File: config.mk
export PLATFORM = sky130hd
export DESIGN_NAME = packet_assembler
export DESIGN_NICKNAME = d
export VERILOG_FILES = /design/src/rtl/packet_assembler.sv
export SDC_FILE = /design/constraint.sdc
export NUM_CORES = 1
export LEC_CHECK = 0
export CAP_MARGIN = 10
export CORE_MARGIN = 2
export CORE_UTILIZATION = 25
export CTS_CLUSTER_DIAMETER = 30
export CTS_CLUSTER_SIZE = 16
export DETAILED_ROUTE_END_ITERATION = 10
export HOLD_SLACK_MARGIN = 0.15
export MAX_ROUTING_LAYER = met4
export PLACE_DENSITY = 0.4
export SYNTH_ARGS = -nofsm -noshare
export SYNTH_HDL_FRONTEND = slang
export SYNTH_SLANG_ARGS = --single-unit
File: constraint.sdc
create_clock -name clk -period 8.18 [get_ports clk]
set_input_delay 1.227 -clock clk [delete_from_list [all_inputs] [get_ports clk]]
set_output_delay 1.227 -clock clk [all_outputs]
set_load 0.01 [all_outputs]
File: src/rtl/packet_assembler.sv
// packet_assembler: reassembles NoC flits into packets using a pool
// of reassembly slots feeding a latched valid/ready output.
module packet_assembler #(
    parameter int NODE_ID         = 0,
    parameter int NODE_COUNT      = 8,
    parameter int PACKET_ID_WIDTH = 5,
    parameter int PAYLOAD         = 32,
    parameter int FLIT_PAYLOAD    = 8,
    parameter int SLOT_COUNT      = 4,
    localparam int FLIT_COUNT =
        (PAYLOAD + FLIT_PAYLOAD - 1) / FLIT_PAYLOAD,
    localparam int NW = $clog2(NODE_COUNT),
    localparam int CW = (FLIT_COUNT > 1) ? $clog2(FLIT_COUNT) : 1,
    localparam int FLIT_WIDTH =
        1 + 2*NW + FLIT_PAYLOAD + PACKET_ID_WIDTH + CW
) (
    input  logic                       clk,
    input  logic                       rst_n,
    input  logic                       ce,
    input  logic [FLIT_WIDTH-1:0]      flit_in,
    input  logic                       flit_valid,
    output logic                       flit_ack,
    output logic [PAYLOAD-1:0]         packet_out,
    output logic [NW-1:0]              node_src,
    output logic [PACKET_ID_WIDTH-1:0] packet_id_out,
    output logic                       valid_out,
    input  logic                       ready_in,
    output logic                       misroute
);
    localparam int SW = (SLOT_COUNT > 1) ? $clog2(SLOT_COUNT) : 1;
    localparam int DW = FLIT_COUNT * FLIT_PAYLOAD;
    localparam int IW = PACKET_ID_WIDTH;
    localparam int FP = FLIT_PAYLOAD;
    localparam logic [NW-1:0] MY_NODE = NW'(NODE_ID);

    logic [CW-1:0] f_idx;
    logic [NW-1:0] f_src;
    logic [IW-1:0] f_id;
    logic [FP-1:0] f_pay;
    logic [NW-1:0] f_dst;
    logic          f_mark;

    assign f_idx  = flit_in[CW-1:0];
    assign f_src  = flit_in[CW +: NW];
    assign f_id   = flit_in[CW+NW +: IW];
    assign f_pay  = flit_in[CW+NW+IW +: FP];
    assign f_dst  = flit_in[CW+NW+IW+FP +: NW];
    assign f_mark = flit_in[FLIT_WIDTH-1];

    logic [SLOT_COUNT-1:0]                 open_q, open_d;
    logic [SLOT_COUNT-1:0][NW-1:0]         src_q, src_d;
    logic [SLOT_COUNT-1:0][IW-1:0]         id_q, id_d;
    logic [SLOT_COUNT-1:0][FLIT_COUNT-1:0] mask_q, mask_d;
    logic [SLOT_COUNT-1:0][DW-1:0]         data_q, data_d;
    logic [SW-1:0]                         out_sel;
    logic                                  misroute_q;

    logic offered, bad, hit, free_any, dup, drop;
    logic take, wr, hs, arb_hit;
    logic [SW-1:0] hit_sel, free_sel, wr_sel, arb_sel;
    logic [FLIT_COUNT-1:0] idx_bit;

    // Flit classification and slot lookup
    always_comb begin
        offered = flit_valid & f_mark;
        bad     = (f_dst != MY_NODE) || (int'(f_idx) >= FLIT_COUNT);
        for (int i = 0; i < FLIT_COUNT; i++) begin
            idx_bit[i] = (int'(f_idx) == i);
        end
        hit      = 1'b0;
        hit_sel  = '0;
        free_any = 1'b0;
        free_sel = '0;
        for (int s = SLOT_COUNT - 1; s >= 0; s--) begin
            if (open_q[s] && !(&mask_q[s]) &&
                src_q[s] == f_src && id_q[s] == f_id) begin
                hit     = 1'b1;
                hit_sel = SW'(s);
            end
            if (!open_q[s]) begin
                free_any = 1'b1;
                free_sel = SW'(s);
            end
        end
        dup    = hit && |(mask_q[hit_sel] & idx_bit);
        drop   = bad | dup;
        take   = rst_n & ce & offered & (drop | hit | free_any);
        wr     = take & ~drop;
        wr_sel = hit ? hit_sel : free_sel;
        hs     = valid_out & ready_in & ce;
    end

    // Next slot state; the arbiter looks at it so a packet completed
    // this cycle can be presented right after the completing edge.
    always_comb begin
        open_d = open_q;
        src_d  = src_q;
        id_d   = id_q;
        mask_d = mask_q;
        data_d = data_q;
        if (hs) begin
            open_d[out_sel] = 1'b0;
            mask_d[out_sel] = '0;
        end
        if (wr) begin
            if (!hit) begin
                open_d[wr_sel] = 1'b1;
                src_d[wr_sel]  = f_src;
                id_d[wr_sel]   = f_id;
                mask_d[wr_sel] = '0;
            end
            mask_d[wr_sel] = mask_d[wr_sel] | idx_bit;
            for (int i = 0; i < FLIT_COUNT; i++) begin
                if (idx_bit[i]) begin
                    data_d[wr_sel][i*FP +: FP] = f_pay;
                end
            end
        end
        arb_hit = 1'b0;
        arb_sel = '0;
        for (int s = SLOT_COUNT - 1; s >= 0; s--) begin
            if (open_d[s] && (&mask_d[s])) begin
                arb_hit = 1'b1;
                arb_sel = SW'(s);
            end
        end
    end

    always_ff @(posedge clk or negedge rst_n) begin
        if (!rst_n) begin
            open_q        <= '0;
            src_q         <= '0;
            id_q          <= '0;
            mask_q        <= '0;
            data_q        <= '0;
            out_sel       <= '0;
            valid_out     <= 1'b0;
            packet_out    <= '0;
            node_src      <= '0;
            packet_id_out <= '0;
            misroute_q    <= 1'b0;
        end else begin
            misroute_q <= take & drop;
            if (ce) begin
                open_q <= open_d;
                src_q  <= src_d;
                id_q   <= id_d;
                mask_q <= mask_d;
                data_q <= data_d;
                if (hs) begin
                    valid_out <= 1'b0;
                end else if (!valid_out && arb_hit) begin
                    valid_out     <= 1'b1;
                    out_sel       <= arb_sel;
                    packet_out    <= data_d[arb_sel][PAYLOAD-1:0];
                    node_src      <= src_d[arb_sel];
                    packet_id_out <= id_d[arb_sel];
                end
            end
        end
    end

    assign flit_ack = take;
    assign misroute = misroute_q;

endmodule
==> load_flow_metrics.sql, run 1 <==
INSERT INTO impl_metrics (metric_group, metric, value, unit) VALUES
('route', 'detail_route.wl_per_cell', '21.5', 'um'),
('cts', 'cts_max_path_buffers', '3', ''),
('finish', 'layout.cells.most_common_list', 'dfrtp_1, mux2_2, nand2_1', ''),
('cts', 'clock_sinks', '224', ''),
('critical_path', 'crit_chain', 'clkdlybuf4s50_1 -> xnor2_1 -> nand4_1 -> nor3_2 -> nor3_1 -> a211o_1 -> o221a_2 -> o21a_1 -> or4_4 -> and2_2 -> a41oi_4 -> buf_4 -> o221ai_2 -> o22a_1', ''),
('critical_path', 'critical_path.slowest_cell', 'clkdlybuf4s50_1', ''),
('global_routing', 'antenna_violations_before_repair', '0', ''),
('sta', 'setup-tns-final', '0', 'ns'),
('global_routing', 'grt_first_pass_wirelength', '58100', 'um'),
('yosys', 'ys_seq_elements', '224', ''),
('sta', 'slew_headroom', '25.6', '%'),
('yosys', 'yosysWarningCount', '0', ''),
('cts', 'cts_buffers', '61', ''),
('critical_path', 'crit_buf_inv', '2', ''),
('power', 'power_dissipated_by_switching_net_loads', '0.837', 'mW'),
('floorplanning', 'pin_count', '70', ''),
('power', 'clkPwrFrac', '65.6', '%'),
('cts', 'path_clk_slew', '0.04', 'ns'),
('critical_path', 'critical_path.endpoint_type', 'register', ''),
('power', 'power', '3.78', 'mW'),
('hold_path', 'worstHoldPathType', 'register to register', ''),
('yosys', 'mappedNetlistNets', '1053', ''),
('yosys', 'synth_ff_type', 'dfrtp_1', ''),
('global_routing', 'grt_remaining_overflow', '0', ''),
('power', 'seqPwrFrac', '30.3', '%'),
('floorplanning', 'dieArea', '0.0473', 'sq mm'),
('critical_path', 'crit_fanout', '55', ''),
('run_status', 'status', 'finished clean', ''),
('critical_path', 'timing_worst_setup_path_type', 'input pin to register', ''),
('cts', 'cts_tree', 'built', ''),
('yosys', 'post_synth_instance_area', '0.0114', 'sq mm'),
('route', 'postRouteAntennaNets', '0', ''),
('critical_path', 'worst_ep_required_time', '8.66', 'ns'),
('sta', 'timing.fmax', '159', 'MHz'),
('placement', 'post_dp_hpwl', '25200', 'um'),
('route', 'drt_iter0_markers', '474', ''),
('critical_path', 'family_with_the_most_delay_on_the_worst_path', 'simple AND/OR/NAND/NOR gates', ''),
('route', 'postRouteWirelength', '37700', 'um'),
('sta', 'report.final.setup_viol', '0', ''),
('flow_run', 'max-cap-violations', '0', ''),
('cts', 'count_of_h_tree_levels_built_during_cts', '2', ''),
('placement', 'place.gp.congestion', '0.867', ''),
('yosys', 'synth-edff-count', '0', ''),
('finish', 'layout-area-overhead-vs-synth', '30.1', '%'),
('sta', 'final_period_minus_worst_setup_slack', '6.30', 'ns'),
('sta', 'final-max-slew-violation-count', '0', ''),
('power', 'vdd_ir_drop_max', '138', 'uV'),
('route', 'detailedRoute.firstPassIterationCount', '5', ''),
('sta', 'finalHoldViolCount', '0', ''),
('route', 'via_per_instance_ratio', '4.84', ''),
('global_routing', 'grt_usage', '16.7', '%'),
('critical_path', 'worstPathArrival', '6.77', 'ns'),
('global_routing', 'number_of_global_route_vias_before_repair', '9070', ''),
('floorplanning', 'initial_core_util', '25.2', '%'),
('finish', 'final_layout_size_suffix_gt1_share', '25.3', '%'),
('finish', 'nFillCells', '4590', ''),
('yosys', 'async_flop_share', '100', '%'),
('cts', 'clock_tree.root_cell', 'clkbuf_16', ''),
('yosys', 'post_synth_num_cell_types', '74', ''),
('finish', 'final_common_cell', 'dfrtp_1', ''),
('power', 'cell_internal_pwr', '2.95', 'mW'),
('sta', 'fin_skew', '0.0428', 'ns'),
('route', 'drt_drc_violations_left', '0', ''),
('cts', 'postCtsSetupRepairBufs', '0', ''),
('sta', 'post-route-period-util', '77.0', '%'),
('power', 'comb_power_share', '4.1', '%'),
('yosys', 'synth_area_per_cell', '11.1', 'sq um'),
('cts', 'cts_resized', '0', ''),
('sta', 'rsz0062_at_grt', 'false', ''),
('floorplanning', 'row_count', '78', ''),
('power', 'switching_share', '22.1', '%');
## worst reg2reg max path: cells and delay by family (launching register included)
kind	cells	cell delay (ns)
XOR/XNOR	1	0.21
flip-flops	1	0.38
buffers and inverters	1	0.51
AND/OR/NAND/NOR	5	2.33
AO/OA/AOI/OAI	6	1.80
## final cells by class
cell class	count	area share (%)
sequential	224	37.8
multi-input combinational	693	35.7
clock buffer	83	11.9
timing repair buffer	84	5.46
tap	600	5.07
clock inverter	25	2.78
inverter	49	1.24
## power groups by stage
| stage | Combinational, mW | Clock [mW] | Sequential [mW] |
|---|---|---|---|
| 6_report | 0.156 | 2.48 | 1.15 |
| 5_1_grt | 0.174 | 2.59 | 1.15 |
| 4_1_cts | 0.158 | 2.53 | 1.15 |
| 3_5_place_dp | 0.158 | 0 | 1.16 |
| 3_3_place_gp | 0.159 | 0 | 1.16 |
| 2_1_floorplan | 0.0827 | 0 | 1.16 |
## flip-flops by register name (all words and copies together) (netlist names)
signal	cells
src_q	12
node_src	3
packet_out	32
mask_q	16
id_q	20
data_q	128
out_sel	2
misroute	1
valid_out	1
open_q	4
packet_id_out	5
## final timing paths
kind | startpoint | endpoint | slack (ns) | depth (start not counted)
min | data_q[18]$_DFFE_PN0P_ | data_q[18]$_DFFE_PN0P_ | 0.47 | 2
min reg2reg | data_q[18]$_DFFE_PN0P_ | data_q[18]$_DFFE_PN0P_ | 0.47 | 2
max in group asynchronous | rst_n | id_q[5]$_DFFE_PN0P_ | 6.40 | 2
max reg2reg | id_q[7]$_DFFE_PN0P_ | packet_out[1]$_DFFE_PN0P_ | 2.84 | 13
max | flit_in[8] | packet_out[1]$_DFFE_PN0P_ | 1.88 | 14
min in group asynchronous | rst_n | src_q[2]$_DFFE_PN0P_ | 0.53 | 1
## metal layers
metal / wire (um) / share of wire, % / up-vias / track usage (%)
met4: 966 / 2.6 / 0 / 5.46
met3: 1320 / 3.5 / 76 / 2.54
met5: 0 / 0 / - / -
li1: - / - / 3941 / -
met1: 17400 / 46 / 4296 / 21.6
met2: 18000 / 48 / 192 / 26.7
## logic make-up after synthesis
| family | Yosys count | synth area share, % |
|---|---|---|
| simple gates | 287 | 13.8 |
| flops | 224 | 49.2 |
| compound gates | 197 | 13.0 |
| mux | 176 | 16.8 |
| buf+inv | 109 | 4.41 |
| xor+xnor | 33 | 2.74 |
## Yosys cell counts, types with 4 or more instances
cell | number | area share [%]
and3_1 | 15 | 0.82
mux2i_1 | 54 | 4.7
nor4_1 | 10 | 0.55
a21oi_1 | 44 | 1.9
mux2_2 | 121 | 12
a2bb2oi_1 | 8 | 0.62
o21ai_0 | 17 | 0.75
o2bb2ai_1 | 26 | 2.0
or2_2 | 21 | 1.2
buf_2 | 8 | 0.35
a22oi_1 | 7 | 0.46
dfrtp_1 | 224 | 49
clkbuf_1 | 35 | 1.2
nor2_1 | 36 | 1.2
nor3_1 | 12 | 0.53
nand3_1 | 38 | 1.7
nor3_2 | 9 | 0.79
o211ai_1 | 5 | 0.33
inv_1 | 48 | 1.6
a31oi_1 | 16 | 0.88
buf_6 | 7 | 0.69
nand2_1 | 79 | 2.6
and4_1 | 5 | 0.38
buf_4 | 8 | 0.53
and2_1 | 9 | 0.49
xnor2_1 | 29 | 2.2
or2_1 | 9 | 0.49
o31a_1 | 27 | 2.1
or3_1 | 7 | 0.38
o22ai_1 | 4 | 0.22
nand4_1 | 19 | 1.0
## through the flow
step,utilization [%],instance area (sq um),hold WS (ns),std cells,worst slack [ns]
after global routing,32.8,14800,0.497,1758,1.44
after detailed placement,28.0,12600,0.465,1650,1.09
after global placement,28.0,12600,0.461,1650,1.15
final,32.8,14800,0.470,1758,1.88
after CTS,32.8,14800,0.476,1758,1.72
after floorplan,-,11400,0.447,1026,3.22
Power figures use the tool's default switching activity.
==> inputs of run 2 (changes only) <==
Settings changed: PLACE_DENSITY 0.4 to 0.42.
Clock period 8.18 ns to 5.55 ns, I/O delays scaled along.
==> load_flow_metrics.sql, run 2 (synthesized netlist as in run 1, its figures left out) <==
INSERT INTO impl_metrics (metric_group, metric, value, unit) VALUES
('run_status', 'status', 'finished clean', ''),
('critical_path', 'crit_buf_inv', '2', ''),
('finish', 'largest_register_ff_count', '128', ''),
('finish', 'final_core_utilization', '33.5', '%'),
('critical_path', 'critical_path.slowest_cell', 'clkdlybuf4s50_1', ''),
('cts', 'cts_buffers', '57', ''),
('finish', 'layout.cells.most_common_list', 'dfrtp_1, mux2_2, nand2_1', ''),
('critical_path', 'worst_ep_required_time', '6.00', 'ns'),
('placement', 'detailedPlace.worstSlack', '0.0276', 'ns'),
('cts', 'cts_resized', '0', ''),
('placement', 'numPortBuffers', '69', ''),
('critical_path', 'family_with_the_most_delay_on_the_worst_path', 'simple AND/OR/NAND/NOR gates', ''),
('sta', 'finalHoldViolCount', '0', ''),
('placement', 'post_dp_hpwl', '26300', 'um'),
('finish', 'final_layout_size_suffix_gt1_share', '28.1', '%'),
('cts', 'path_clk_slew', '0.04', 'ns'),
('global_routing', 'antenna_violations_before_repair', '0', ''),
('sta', 'rsz0062_at_grt', 'false', ''),
('route', 'postRouteWirelength', '38000', 'um'),
('sta', 'setup-tns-final', '0', 'ns'),
('placement', 'placement.cell_area', '0.0131', 'sq mm'),
('floorplanning', 'dieArea', '0.0473', 'sq mm'),
('route', 'detail_route.wl_per_cell', '21.0', 'um'),
('critical_path', 'timing.critical_path.slowest_cell_delay', '0.76', 'ns'),
('power', 'vdd_ir_drop_max', '288', 'uV'),
('finish', 'antenna-diode-count', '0', ''),
('floorplanning', 'die_width', '217', 'um'),
('sta', 'final-max-slew-violation-count', '0', ''),
('sta', 'slew_headroom', '22.4', '%'),
('global_routing', 'grt_start_max_net_pins', '132', ''),
('sta', 'worst_pin_slew', '1.16', 'ns'),
('finish', 'layout-area-overhead-vs-synth', '32.9', '%'),
('cts', 'clock_sinks', '224', ''),
('sta', 'fin_skew', '0.0469', 'ns'),
('critical_path', 'crit_chain', 'clkdlybuf4s50_1 -> xnor2_1 -> nand4_1 -> nor3_4 -> o311ai_1 -> mux2i_1 -> a31oi_2 -> or4_1 -> or4_4 -> and2_2 -> a41oi_4 -> inv_2 -> o31a_1', ''),
('sta', 'timing.fmax', '203', 'MHz'),
('power', 'powerDensity', '353', 'mW/mm^2'),
('sta', 'whs', '0.471', 'ns'),
('route', 'drt_iter0_markers', '536', ''),
('global_routing', 'grt_remaining_overflow', '0', ''),
('finish', 'largest_registers', 'data_q (128), packet_out (32), id_q (20)', ''),
('cts', 'clock_tree.root_cell', 'clkbuf_16', ''),
('sta', 'fin_ws', '0.613', 'ns'),
('cts', 'worstSkewPairLatency', '0.59', 'ns'),
('cts', 'postCtsSetupRepairBufs', '0', ''),
('placement', 'placed_cells', '1705', ''),
('floorplanning', 'die-height', '217', 'um'),
('global_routing', 'grt_first_pass_wirelength', '58300', 'um'),
('route', 'via_per_instance_ratio', '4.81', ''),
('finish', 'nFillCells', '4571', ''),
('global_routing', 'grt_usage', '16.8', '%'),
('finish', 'layout.cells.non_filler', '1808', ''),
('sta', 'final_period_minus_worst_setup_slack', '4.94', 'ns'),
('finish', 'multi_input_comb_area', '0.00530', 'sq mm'),
('critical_path', 'critical_path.endpoint_type', 'register', ''),
('global_routing', 'number_of_global_route_vias_before_repair', '9196', ''),
('placement', 'place.gp.congestion', '0.890', ''),
('floorplanning', 'initial_core_util', '25.2', '%'),
('critical_path', 'crit_fanout', '26', ''),
('floorplanning', 'core_area', '0.0452', 'sq mm'),
('route', 'detailedRoute.firstPassIterationCount', '5', ''),
('floorplanning', 'row_count', '78', ''),
('cts', 'cts_tree', 'built', ''),
('critical_path', 'timing_worst_setup_path_type', 'input pin to register', ''),
('sta', 'report.final.setup_viol', '0', ''),
('finish', 'layout.area.seq', '0.00561', 'sq mm'),
('critical_path', 'start_kind', 'input pin', ''),
('hold_path', 'worstHoldPathType', 'register to register', ''),
('flow_run', 'max-cap-violations', '0', ''),
('sta', 'post-route-period-util', '89.0', '%'),
('power', 'power.leakage', '6.98', 'nW'),
('route', 'routed-via-count', '8700', ''),
('finish', 'fin_nets', '1192', ''),
('finish', 'final_common_cell', 'dfrtp_1', ''),
('finish', 'final_instance_area', '0.0151', 'sq mm'),
('cts', 'cts_max_path_buffers', '3', ''),
('finish', 'reg_with_most_ffs', 'data_q', ''),
('floorplanning', 'pin_count', '70', ''),
('route', 'drt_drc_violations_left', '0', ''),
('critical_path', 'worstPathArrival', '5.39', 'ns'),
('route', 'postRouteAntennaNets', '0', ''),
('power', 'power', '5.34', 'mW'),
('cts', 'count_of_h_tree_levels_built_during_cts', '2', '');
run 2: cell count changes in the layout (fill, tap and decap cells not counted), moves of 2 or more:
| cell | delta |
|---|---|
| buf_4 | +50 |
| clkbuf_1 | +2 |
| clkbuf_16 | -3 |
| clkbuf_8 | -8 |
| clkinvlp_4 | +6 |
| buf_12 | +5 |
| clkinv_2 | -3 |
run 2: layer usage:
metal  wire [um]  share of wire [%]  vias up  track usage, %
met5           0                  0        -               -
met4         731                1.9        0            4.27
met3        1480                3.9       56            2.82
met2       18300                 48      173            27.3
met1       17500                 46     4427            21.6
li1            -                  -     4044               -
run 2: final timing paths:
check / from / endpoint / slack (ns) / cells past startpoint
hold / removal: data_q[16]$_DFFE_PN0P_ / data_q[16]$_DFFE_PN0P_ / 0.47 / 2
max in group asynchronous: rst_n / data_q[96]$_DFFE_PN0P_ / 2.94 / 4
setup / recovery: flit_in[6] / node_src[2]$_DFFE_PN0P_ / 0.61 / 13
hold reg to reg: data_q[16]$_DFFE_PN0P_ / data_q[16]$_DFFE_PN0P_ / 0.47 / 2
min in group asynchronous: rst_n / src_q[1]$_DFFE_PN0P_ / 0.71 / 2
setup reg to reg: src_q[0]$_DFFE_PN0P_ / node_src[2]$_DFFE_PN0P_ / 1.09 / 13
run 2: cell type report:
class | count | area share [%]
Clock inverter | 28 | 2.78
Inverter | 49 | 1.22
Sequential cell | 224 | 37.0
Tap cell | 600 | 4.96
Multi-Input combinational cell | 693 | 35.0
Clock buffer | 74 | 10.5
Timing Repair Buffer | 140 | 8.55
run 2: worst min-delay path: cells and delay by family (launching register included):
kind     cells  cell delay (ns)
flops        1             0.31
mux          1             0.07
buf+inv      1             0.06
run 2: what timing repair did:
| action | in CTS | in global routing |
|---|---|---|
| hold buffers | 1 | 0 |
| endpoints found under the hold margin | 27 | 0 |
| setup endpoints to repair | 0 | 0 |
run 2: power breakdown:
| part | internal (mW) | switching (mW) | leakage [nW] |
|---|---|---|---|
| Combinational | 0.0846 | 0.150 | 2.90 |
| Sequential | 1.67 | 0.0233 | 3.11 |
| Clock | 2.40 | 1.01 | 0.965 |
==> inputs of run 3 (changes only) <==
Settings changed: SLEW_MARGIN set to 20.
==> results of run 3 <==
Final layout, timing and power as in run 2 (identical DEF).
